**config.mk**
```make
export PLATFORM = sky130hd
export DESIGN_NAME = fm_input_sequencer
export DESIGN_NICKNAME = d
export VERILOG_FILES = /design/src/rtl/fm_seq_pkg.sv /design/src/rtl/input_debouncer.sv /design/src/rtl/fm_input_sequencer.sv
export SDC_FILE = /design/constraint.sdc
export NUM_CORES = 1
export LEC_CHECK = 0
export BUFFER_PORTS_ARGS = -buffer_cell sky130_fd_sc_hd__buf_2
export CORE_MARGIN = 2
export CORE_UTILIZATION = 53
export DETAILED_ROUTE_END_ITERATION = 8
export PLACE_DENSITY = 0.73
export SLEW_MARGIN = 40
export SYNTH_ARGS = -nofsm -noshare
export SYNTH_HDL_FRONTEND = slang
export SYNTH_SLANG_ARGS = --single-unit
```
**constraint.sdc**
```tcl
create_clock -name clk -period 1.4 [get_ports clk]
set_input_delay 0.21 -clock clk [delete_from_list [all_inputs] [get_ports clk]]
set_output_delay 0.21 -clock clk [all_outputs]
set_load 0.01 [all_outputs]
```
**src/rtl/fm_seq_pkg.sv**
```systemverilog
// Shared types and defaults for the fundamental-mode input sequencer.
package fm_seq_pkg;

  // Sequencer FSM states
  typedef enum logic {
    IDLE   = 1'b0,
    SETTLE = 1'b1
  } state_t;

  localparam int unsigned DEBOUNCE_CYCLES_D = 4;
  localparam int unsigned SETTLE_CYCLES_D   = 8;

endpackage : fm_seq_pkg

```
**src/rtl/input_debouncer.sv**
```systemverilog
// Two-flop synchronizer followed by a run-length debounce filter.
//   clk  : clock, rising edge
//   rst  : synchronous active-high reset
//   raw  : asynchronous raw input
//   filt : debounced value, updates after DEBOUNCE_CYCLES consecutive differing cycles
module input_debouncer #(
  parameter int unsigned DEBOUNCE_CYCLES = 4
) (
  input  logic clk,
  input  logic rst,
  input  logic raw,
  output logic filt
);

  localparam int unsigned CW = (DEBOUNCE_CYCLES > 1) ? $clog2(DEBOUNCE_CYCLES) : 1;
  localparam logic [CW-1:0] CNT_LAST = CW'(DEBOUNCE_CYCLES - 1);

  logic          s1;
  logic          s2;
  logic [CW-1:0] cnt;

  // Synchronizer
  always_ff @(posedge clk) begin
    if (rst) begin
      s1 <= 1'b0;
      s2 <= 1'b0;
    end else begin
      s1 <= raw;
      s2 <= s1;
    end
  end

  // Filter: any cycle where s2 matches filt restarts the run count
  always_ff @(posedge clk) begin
    if (rst) begin
      filt <= 1'b0;
      cnt  <= '0;
    end else if (s2 != filt) begin
      if (cnt == CNT_LAST) begin
        filt <= s2;
        cnt  <= '0;
      end else begin
        cnt <= cnt + CW'(1);
      end
    end else begin
      cnt <= '0;
    end
  end

endmodule : input_debouncer

```
**src/rtl/fm_input_sequencer.sv**
```systemverilog
// Conditions two raw async inputs for a fundamental-mode machine: debounces them,
// then releases at most one output change at a time with a settle window after each.
//   clk           : clock, rising edge
//   rst           : synchronous active-high reset
//   raw_x1/raw_x2 : asynchronous raw inputs
//   X1/X2         : registered sequenced outputs
//   change_strobe : one-cycle pulse after an output change
//   busy          : high during the settle window
module fm_input_sequencer
  import fm_seq_pkg::*;
#(
  parameter int unsigned DEBOUNCE_CYCLES = DEBOUNCE_CYCLES_D,
  parameter int unsigned SETTLE_CYCLES   = SETTLE_CYCLES_D
) (
  input  logic clk,
  input  logic rst,
  input  logic raw_x1,
  input  logic raw_x2,
  output logic X1,
  output logic X2,
  output logic change_strobe,
  output logic busy
);

  localparam int unsigned SW = (SETTLE_CYCLES > 1) ? $clog2(SETTLE_CYCLES) : 1;
  localparam logic [SW-1:0] SCNT_LOAD = SW'(SETTLE_CYCLES - 1);

  logic          f1;
  logic          f2;
  state_t        state;
  state_t        state_d;
  logic [SW-1:0] scnt;
  logic [SW-1:0] scnt_d;
  logic          x1_d;
  logic          x2_d;
  logic          strobe_d;
  logic          busy_d;

  input_debouncer #(.DEBOUNCE_CYCLES(DEBOUNCE_CYCLES)) u_deb_x1 (
    .clk  (clk),
    .rst  (rst),
    .raw  (raw_x1),
    .filt (f1)
  );

  input_debouncer #(.DEBOUNCE_CYCLES(DEBOUNCE_CYCLES)) u_deb_x2 (
    .clk  (clk),
    .rst  (rst),
    .raw  (raw_x2),
    .filt (f2)
  );

  // State, counter and output registers
  always_ff @(posedge clk) begin
    if (rst) begin
      state         <= IDLE;
      scnt          <= '0;
      X1            <= 1'b0;
      X2            <= 1'b0;
      change_strobe <= 1'b0;
      busy          <= 1'b0;
    end else begin
      state         <= state_d;
      scnt          <= scnt_d;
      X1            <= x1_d;
      X2            <= x2_d;
      change_strobe <= strobe_d;
      busy          <= busy_d;
    end
  end

  // Next state: one output change per edge, X1 wins ties
  always_comb begin
    state_d  = state;
    scnt_d   = scnt;
    x1_d     = X1;
    x2_d     = X2;
    strobe_d = 1'b0;
    unique case (state)
      IDLE: begin
        if (f1 != X1) begin
          x1_d     = f1;
          strobe_d = 1'b1;
          scnt_d   = SCNT_LOAD;
          state_d  = SETTLE;
        end else if (f2 != X2) begin
          x2_d     = f2;
          strobe_d = 1'b1;
          scnt_d   = SCNT_LOAD;
          state_d  = SETTLE;
        end
      end
      SETTLE: begin
        if (scnt == '0) begin
          state_d = IDLE;
        end else begin
          scnt_d = scnt - SW'(1);
        end
      end
      default: state_d = IDLE;
    endcase
    // Busy also covers the exit edge, so it spans edges e..e+SETTLE_CYCLES
    busy_d = (state_d == SETTLE) || (state == SETTLE);
  end

endmodule : fm_input_sequencer

```
==> results.yml <==
job:
  cap_violations: 0
routing:
  vias: 457
  finalWirelength_um: 938
  ant_nets: 0
  drt_iter0_markers: 4
  drc: 0
  wl_per_cell_um: 10.09
  vias_per_cell: 4.914
  firstDrtPassIters: 3
floorplan:
  start_util: 0.5572
  ios: 8
  die_area_um2: 1642
  die_y_um: 40.52
  core-area_um2: 1269
  die_w_um: 40.52
  std_cell_rows: 13
global_routing:
  grt_use_total: 0.1473
  antenna_found_initial: 0
  grt_pass1_wl_mm: 1.566
  grt_max_degree: 18
  grt_pass1_vias: 399
  grt_overflow: 0
final_layout:
  layout_common_cells: "dfxtp_1 (18), nor2_1 (11), buf_2 (7)"
  final_common_cell: "dfxtp_1"
  fin_nets: 87
  post-route-util: 0.6213
  insertedDiodeCount: 0
  areaGrowthSynthToFinish_pct: 11.50
  layout-drive-gt1-share: 0.2051
synthesis:
  syn_area_per_cell_um2: 10.25
  syn_inst: 69
  synth_compound_area_frac: 0.08319
  synth_nets: 77
  yosysUniqueCellTypes: 26
  synth_top_family_by_area: "simple AND/OR/NAND/NOR gates"
  ys_seq_elements: 18
  synthMuxAreaShare: 0.05664
  synthAdderAreaFrac: 0.07080
  synth_seq_area_share: 0.5097
  netlist_area_um2: 706.9
  synth-simple-area-share: 0.1805
  synth_top_area_frac: 0.5097
  synthTopCellsByArea: "dfxtp_1 (51%), ha_1 (7.1%), nor2_1 (5.8%), mux2i_1 (5.7%), nor2b_1 (4.4%)"
  yosys_warnings: 0
  synth_xor_area_frac: 0.06018
  synth_top_area_cell: "dfxtp_1"
timing:
  relSlewSlack: 0.7866
  fin_crit_ns: 1.167
  tns_ns: 0
  whs_ns: 0.1258
  finalCritPeriodShare: 0.8333
  final-hold-violation-count: 0
  setup_viol: 0
  tightest_slew_ns: 0.3197
  max_freq_mhz: 857.1
  skew_ns: 0.006024
  rsz0062_at_grt: "no"
  slew_viol_final: 0
clocking:
  cts_sinks: 18
  path_clk_slew_ns: 0.10
  cts_resized: 0
  clockBufferDepth: 2
  tritoncts: "done"
  cts_hold_buf: 0
  clk_latency_ns: 0.28
  h-tree-depth: 1
  cts-buffers-inserted: 3
  cts_root_buffer: "clkbuf_4"
  post_cts_buffers: 0
critical_path:
  crit_fanout: 3
  arrival_ns: 1.38
  criticalPathCategory: "reg -> reg"
  worstPathRequired_ns: 1.61
  crit_path_end_kind: "register"
  worstSetupStartpointType: "register"
min_path:
  hold_path.class: "in -> reg"
pwr:
  power_density_nw_per_um2: 1085
  power_mw: 0.8553
  peakVddDrop_uv: 605.2
  power.leakage_nw: 0.3411
placement:
  gp_congestion: 0.5978
  hpwl_um: 696.3
  portBuffers: 7
status:
  outcome: "completed"
[sequential cells by signal (all words and copies together) (netlist names)]
name / count
u_deb_x1.cnt: 2
u_deb_x2.filt: 1
u_deb_x2.cnt: 2
busy: 1
u_deb_x2.s2: 1
u_deb_x1.filt: 1
X1: 1
u_deb_x2.s1: 1
change_strobe: 1
state: 1
u_deb_x1.s2: 1
scnt: 3
X2: 1
u_deb_x1.s1: 1
[cell type report]
cell class	count	area (µm²)
clock buffer	4	36.28
fill	111	480.5
inverter	5	18.77
multi-input combinational	44	319.1
sequential	18	360.3
tap	15	18.77
timing repair buffer	7	35.03
[cell families (layout without fill, tap and decap cells)]
kind of cell | count (synthesis) | after routing
AOI/OAI and AO/OA | 7 | 7
xor gates and xnor gates | 4 | 4
adders and majority gates | 4 | 4
buffers and inverters | 7 | 16
DFF | 18 | 18
muxes | 4 | 4
and+or+nand+nor | 25 | 25
[synth_stat cells]
cell and n:
dfxtp_1 18, nor2_1 11, inv_1 5, nor2b_1 5
ha_1 4, mux2i_1 4, or3_1 2, xnor2_1 2
a211oi_2 1, a21oi_1 1, a31o_2 1, and3_1 1
buf_2 1, clkbuf_1 1, nand2_1 1, nand2b_1 1
nand3b_1 1, nor3_1 1, nor3b_1 1, o21ai_0 1
o22ai_1 1, o31ai_2 1, o41ai_1 1, or2_2 1
xor2_1 1, xor2_2 1
[report_power, final]
group / internal, mW / total (mW) / switching, mW / leakage, nW
combinational: 0.0111 / 0.0225 / 0.0114 / 0.174
sequential: 0.519 / 0.522 / 0.00291 / 0.146
clock: 0.158 / 0.311 / 0.153 / 0.0210
[stage by stage]
stage	cell area [µm²]	setup WS, ns	instances
6_report	788.3	0.2333	93
2_1_floorplan	706.9	0.3474	69
5_1_grt	788.3	0.1300	93
3_3_place_gp	752.0	0.3192	89
3_5_place_dp	752.0	0.2499	89
4_1_cts	788.3	0.2240	93
[critical path: stages (launching register included)]
cell	delay [ns]
dfxtp_1	0.32
inv_1	0.11
ha_1	0.21
nand2b_1	0.08
and3_1	0.20
a211oi_2	0.18
[layer usage]
| metal | track usage | vias up | part of all wire |
|---|---|---|---|
| met5 | 0 | - | 0 |
| met4 | 0.1000 | 0 | 0.012 |
| met3 | 0.03333 | 2 | 0.031 |
| met2 | 0.2381 | 8 | 0.47 |
| met1 | 0.1706 | 200 | 0.48 |
| li1 | - | 247 | - |
[path summary, 6_finish.rpt]
check                  startpoint               to  slack [ns]  cells after the start
hold reg to reg   u_deb_x2.cnt[0]  u_deb_x2.cnt[0]        0.42                      1
hold / removal             raw_x2      u_deb_x2.s1        0.13                      2
setup / recovery          scnt[0]          scnt[0]        0.23                      5
setup reg to reg          scnt[0]          scnt[0]        0.23                      5
No activity file was read; power rests on OpenSTA's default activity.
